`src/rtl/frame_pkg.sv`:
```
// Shared types and frame layout for the host frame receiver.
// Frame length depends on FRAME_CHECKSUM_EN (adds a trailing XOR byte when defined).
package frame_pkg;

  typedef enum logic [1:0] {
    StIdle    = 2'd0,
    StCollect = 2'd1,
    StDeliver = 2'd2,
    StFull    = 2'd3
  } state_e;

  // Control byte plus four data bytes held in the shadow buffer.
  localparam int unsigned PAYLOAD_LEN = 5;

`ifdef FRAME_CHECKSUM_EN
  localparam int unsigned FRAME_LEN = 6;
`else
  localparam int unsigned FRAME_LEN = 5;
`endif

  localparam int unsigned CTRL_IDX  = 0;
  localparam int unsigned DATA_IDX0 = 1;

  function automatic logic [7:0] xor_bytes(input logic [PAYLOAD_LEN*8-1:0] bytes);
    logic [7:0] acc;
    acc = '0;
    for (int i = 0; i < int'(PAYLOAD_LEN); i++) begin
      acc = acc ^ bytes[i*8 +: 8];
    end
    return acc;
  endfunction

endpackage

```
`src/rtl/frame_gap_timer.sv`:
```
// Saturating inter-byte gap counter; expired when the count reaches GAP_TIMEOUT.
// GAP_TIMEOUT = 0 disables expiry entirely.
module frame_gap_timer #(
  parameter int unsigned GAP_TIMEOUT = 1_000_000
) (
  input  logic clk,
  input  logic rst_n,
  input  logic clear,
  input  logic enable,
  output logic expired
);

  localparam int unsigned GAP_W = (GAP_TIMEOUT > 0) ? $clog2(GAP_TIMEOUT + 1) : 1;
  localparam logic [GAP_W-1:0] GAP_MAX = GAP_W'(GAP_TIMEOUT);

  logic [GAP_W-1:0] count_q, count_d;

  always_comb begin
    count_d = count_q;
    if (clear) begin
      count_d = '0;
    end else if (enable && (count_q != GAP_MAX)) begin
      count_d = count_q + GAP_W'(1);
    end
  end

  always_ff @(posedge clk or negedge rst_n) begin
    if (!rst_n) begin
      count_q <= '0;
    end else begin
      count_q <= count_d;
    end
  end

  assign expired = (GAP_TIMEOUT != 0) && (count_q == GAP_MAX);

endmodule

```
`src/rtl/host_frame_receiver.sv`:
```
// Assembles UART bytes into a command frame and hands it over via dataReceived/clearDR.
// Define FRAME_CHECKSUM_EN to append and verify a trailing XOR checksum byte.
module host_frame_receiver
  import frame_pkg::*;
#(
  parameter int unsigned GAP_TIMEOUT = 1_000_000
) (
  input  logic        masterClock,
  input  logic        reset,
  input  logic        rxValid,
  input  logic [7:0]  rxByte,
  input  logic        clearDR,
  output logic        dataReceived,
  output logic [7:0]  control,
  output logic [31:0] inputData,
  output logic        busy,
  output logic        overrun,
  output logic        frameError
);

  state_e      state_q, state_d;
  logic [2:0]  idx_q, idx_d;
  logic [7:0]  shadow_q [PAYLOAD_LEN];
  logic [PAYLOAD_LEN*8-1:0] frame_flat;
  logic        store;
  logic        load_out;
  logic        dr_d;
  logic        overrun_d;
  logic        frame_error_d;
  logic        gap_clear;
  logic        gap_expired;

  assign frame_flat = {shadow_q[4], shadow_q[3], shadow_q[2], shadow_q[1], shadow_q[CTRL_IDX]};
  assign gap_clear  = (state_q != StCollect) || rxValid;
  assign busy       = (state_q == StCollect);

  frame_gap_timer #(
    .GAP_TIMEOUT(GAP_TIMEOUT)
  ) u_gap_timer (
    .clk    (masterClock),
    .rst_n  (reset),
    .clear  (gap_clear),
    .enable (state_q == StCollect),
    .expired(gap_expired)
  );

  always_comb begin
    state_d       = state_q;
    idx_d         = idx_q;
    store         = 1'b0;
    load_out      = 1'b0;
    dr_d          = dataReceived;
    overrun_d     = 1'b0;
    frame_error_d = 1'b0;
    unique case (state_q)
      StIdle: begin
        // idx_q is always CTRL_IDX here, so the store lands in byte 0.
        if (rxValid) begin
          store   = 1'b1;
          idx_d   = 3'(DATA_IDX0);
          state_d = StCollect;
        end
      end
      StCollect: begin
        if (rxValid) begin
          if (idx_q == 3'(FRAME_LEN - 1)) begin
            idx_d = 3'(CTRL_IDX);
`ifdef FRAME_CHECKSUM_EN
            if (rxByte == xor_bytes(frame_flat)) begin
              state_d = StDeliver;
            end else begin
              frame_error_d = 1'b1;
              state_d       = StIdle;
            end
`else
            store   = 1'b1;
            state_d = StDeliver;
`endif
          end else begin
            store = 1'b1;
            idx_d = idx_q + 3'd1;
          end
        end else if (gap_expired) begin
          frame_error_d = 1'b1;
          idx_d         = 3'(CTRL_IDX);
          state_d       = StIdle;
        end
      end
      StDeliver: begin
        overrun_d = rxValid;
        if (!clearDR) begin
          dr_d     = 1'b1;
          load_out = 1'b1;
          state_d  = StFull;
        end
      end
      StFull: begin
        overrun_d = rxValid;
        if (clearDR) begin
          dr_d    = 1'b0;
          state_d = StIdle;
        end
      end
      default: state_d = StIdle;
    endcase
  end

  always_ff @(posedge masterClock or negedge reset) begin
    if (!reset) begin
      state_q <= StIdle;
      idx_q   <= '0;
      for (int i = 0; i < int'(PAYLOAD_LEN); i++) begin
        shadow_q[i] <= '0;
      end
    end else begin
      state_q <= state_d;
      idx_q   <= idx_d;
      if (store) begin
        shadow_q[idx_q] <= rxByte;
      end
    end
  end

  // Outputs only change on entry to FULL so the consumer never sees a partial frame.
  always_ff @(posedge masterClock or negedge reset) begin
    if (!reset) begin
      dataReceived <= 1'b0;
      control      <= '0;
      inputData    <= '0;
      overrun      <= 1'b0;
      frameError   <= 1'b0;
    end else begin
      dataReceived <= dr_d;
      overrun      <= overrun_d;
      frameError   <= frame_error_d;
      if (load_out) begin
        control   <= frame_flat[7:0];
        inputData <= frame_flat[39:8];
      end
    end
  end

endmodule

```
`config.mk`:
```
export PLATFORM = sky130hd
export DESIGN_NAME = host_frame_receiver
export DESIGN_NICKNAME = d
export VERILOG_FILES = /design/src/rtl/frame_pkg.sv /design/src/rtl/frame_gap_timer.sv /design/src/rtl/host_frame_receiver.sv
export SDC_FILE = /design/constraint.sdc
export NUM_CORES = 1
export LEC_CHECK = 0
export BUFFER_PORTS_ARGS = -buffer_cell sky130_fd_sc_hd__buf_2
export CAP_MARGIN = 10
export CELL_PAD_IN_SITES_DETAIL_PLACEMENT = 0
export CELL_PAD_IN_SITES_GLOBAL_PLACEMENT = 1
export CORE_UTILIZATION = 51
export CTS_CLUSTER_DIAMETER = 200
export DETAILED_ROUTE_END_ITERATION = 8
export GPL_TIMING_DRIVEN = 0
export PLACE_DENSITY = 0.86
export SYNTH_ARGS = -nofsm -noshare
export SYNTH_HDL_FRONTEND = slang
export SYNTH_SLANG_ARGS = --single-unit
```
`constraint.sdc`:
```
create_clock -name masterClock -period 2.6 [get_ports masterClock]
set_input_delay 0.13 -clock masterClock [delete_from_list [all_inputs] [get_ports masterClock]]
set_output_delay 0.13 -clock masterClock [all_outputs]
set_load 0.05 [all_outputs]
```
==> flow_summary.json <==
{
  "path_clk_slew_ns": 0.11,
  "vias_per_cell": 5.50,
  "hold_end": "frame_flat[17]",
  "drive_above_1_share_pct": 41.8,
  "io_buffer_count": 54,
  "min-delay-start": "rxByte[1]",
  "arrival_ns": 2.09,
  "rsz0062_at_grt": "false",
  "die_y_um": 96.1,
  "fin_util_pct": 61.4,
  "die_w_um": 96.1,
  "cts.htree.levels": 3,
  "r2r_setup_slack_ns": 0.75,
  "critPathMaxFanout": 9,
  "relSlewSlack_pct": 47.9,
  "peakVddDrop_v": 0.000591,
  "cts_buffers": 9,
  "yosysSeqAreaShare_pct": 59.9,
  "start_util_pct": 53.9,
  "cts_root_buf": "clkbuf_8",
  "antennaDiodeCount": 0,
  "p_total_mw": 6.17,
  "seqPwrFrac_pct": 43.4,
  "drtIter0Drc": 121,
  "fin_ws_ns": 0.746,
  "synth-seq-cells": 108,
  "switching_power_mw": 2.61,
  "startpoint_type": "flip-flop",
  "hold_depth": 2,
  "drt-pass1-iter-count": 4,
  "antenna_found_initial": 0,
  "clock_latency_ns": 0.35,
  "syn_area_per_cell_um2": 13.6,
  "drc_errors": 0,
  "cp.required_ns": 2.84,
  "fin_nets": 415,
  "hp-class": "primary input to flip-flop",
  "wl_per_cell_um": 16.0,
  "swShare_pct": 42.2,
  "p_int_mw": 3.57,
  "syn-cell-area_um2": 4520,
  "critPathCaptureType": "flip-flop",
  "hold_viol": 0,
  "dp_slack_ns": 0.734,
  "gp_congestion": 0.757,
  "maxCapViolCount": 0,
  "fmax_ghz": 0.539,
  "syn2layout_area_growth_pct": 14.0,
  "cts_tree": "yes",
  "io_pins": 56,
  "coreArea_um2": 8380,
  "grt_pass1_wl_um": 13400,
  "worstSetupPathType": "flip-flop to flip-flop",
  "pwr-share-clk_pct": 15.3,
  "clk_path_buf_depth": 2,
  "grt_start_max_net_pins": 61,
  "final_cell_mix": "dfrtp_1, mux2_2, buf_2",
  "clkSinkCount": 108,
  "final_common_cell": "dfrtp_1",
  "final.setup_skew_ns": 0.0126,
  "grt_pass1_vias": 2703,
  "status": "complete, no violations",
  "min_period_ns": 1.85,
  "antenna_left": 0,
  "finalSetupViolCount": 0,
  "rr_endpoint": "frame_flat[22]",
  "p_leak_nw": 2.37,
  "grt-ovfl-total": 0,
  "grtUsageTotal_pct": 19.3,
  "slew_violations": 0,
  "dp_hpwl_um": 5630,
  "tightest_slew_ns": 0.781,
  "dieArea_um2": 9230,
  "ys_warn_count": 0,
  "synthesis.nets": 347,
  "power_density_nw_per_um2": 1200,
  "timing.final.crit_share_pct": 71.3,
  "setup_tns_ns": 0,
  "drt_wl_total_um": 8150,
  "vias": 2799,
  "rr_worst_depth": 3,
  "cts-resized-gates": 0,
  "comb_power_share_pct": 41.2,
  "synth.distinct_cells": 43,
  "rows": 33,
  "synth_cells": 331
}
[synth_stat cells (all sizes together)]
library cell  number  area, um2
nor2              20       75.1
xnor2              4       35.0
or3                2       12.5
o31ai              3       22.5
nor4               4       55.1
a21oi              8       40.0
nand4              9       71.3
clkbuf             2       8.75
ha                 4       50.1
nand3b             2       15.0
nand2b             4       25.0
nand2             10       40.0
o41ai              1       8.76
mux2              80        901
o21a               1       7.51
or4                3       22.5
buf                8       42.5
inv                9       33.8
o32ai              1       8.76
dfrtp            108       2700
nor2b              2       12.5
mux2i              1       10.0
a21boi             1       7.51
xor2               8       70.1
and3               2       12.5
nand3             12       70.1
nor4b              1       8.76
o311ai             1       8.76
and2               2       12.5
a31oi              1       6.26
nor3               7       35.0
o21ai              3       15.0
and4bb             2       25.0
and4               4       37.5
o22ai              1       6.26
[per-layer routing]
layer / GRT usage, % / wire [um] / vias up / share of wire (%)
met1: 27.4 / 4030 / 1415 / 49
met3: 3.24 / 290 / 6 / 3.6
met4: 5.72 / 77 / 0 / 0.94
met2: 30.6 / 3750 / 51 / 46
li1: - / - / 1327 / -
met5: 0 / 0 / - / 0
[layout make-up]
| class | count | area, um2 |
|---|---|---|
| Sequential cell | 108 | 2700 |
| Clock inverter | 6 | 53.8 |
| Fill cell | 703 | 3230 |
| Timing Repair Buffer | 57 | 320 |
| Inverter | 9 | 33.8 |
| Multi-Input combinational cell | 204 | 1730 |
| Clock buffer | 10 | 128 |
| Tap cell | 105 | 131 |
| Buffer | 10 | 51.3 |
[flip-flops by register name, indices dropped and copies added, names as in the netlist, named ones only]
| register | flops |
|---|---|
| frameError | 1 |
| frame_flat | 40 |
| inputData | 32 |
| overrun | 1 |
| idx_q | 3 |
| u_gap_timer.count_q | 20 |
| control | 8 |
| dataReceived | 1 |
| state_q | 1 |
[kinds of logic after synthesis]
kind of cell / after synthesis / synth area share (%)
DFF: 108 / 59.9
buffers and inverters: 19 / 1.88
muxes: 81 / 20.2
AOI/OAI and AO/OA: 21 / 2.91
xor gates and xnor gates: 12 / 2.33
adders and majority gates: 4 / 1.11
and+or+nand+nor: 86 / 11.7
[critical path, stage by stage (launching register included)]
cell and delay, ns:
dfrtp_1 0.47, nand2b_1 0.31, nor4_4 0.56, mux2_2 0.41
[how the worst max path moves through the flow]
stage                                 startpoint                 endpoint  slack [ns]  cells after the start
after floorplan           u_gap_timer.count_q[0]  u_gap_timer.count_q[18]        1.02                      6
after global placement                     reset           frame_flat[23]        0.23                      1
after detailed placement               flip-flop            frame_flat[8]        0.73                      3
after CTS                              flip-flop           frame_flat[12]        0.71                      3
after global routing                   flip-flop           frame_flat[12]        0.59                      3
final                                  flip-flop           frame_flat[22]        0.75                      3
[stage by stage]
stage	area, um2	hold WS [ns]	instances
5_1_grt	5150	0.0468	509
6_report	5150	0.0662	509
3_3_place_gp	4920	0.342	490
4_1_cts	5150	0.0530	509
2_1_floorplan	4520	-0.166	331
3_5_place_dp	4950	0.265	491
[power groups by stage]
stage | Combinational [mW] | Clock (mW) | Sequential (mW)
2_1_floorplan | 0.986 | 0 | 3.66
3_3_place_gp | 2.50 | 0 | 2.69
3_5_place_dp | 2.56 | 0 | 2.72
4_1_cts | 2.57 | 0.977 | 2.69
5_1_grt | 2.72 | 1.04 | 2.78
6_report | 2.55 | 0.946 | 2.68
[timing repair]
| item | CTS | global route |
|---|---|---|
| hold endpoints to repair | 60 | 0 |
| setup buffers | 0 | 0 |
| hold buffers | 2 | 0 |
No activity file was read; power rests on OpenSTA's default activity.
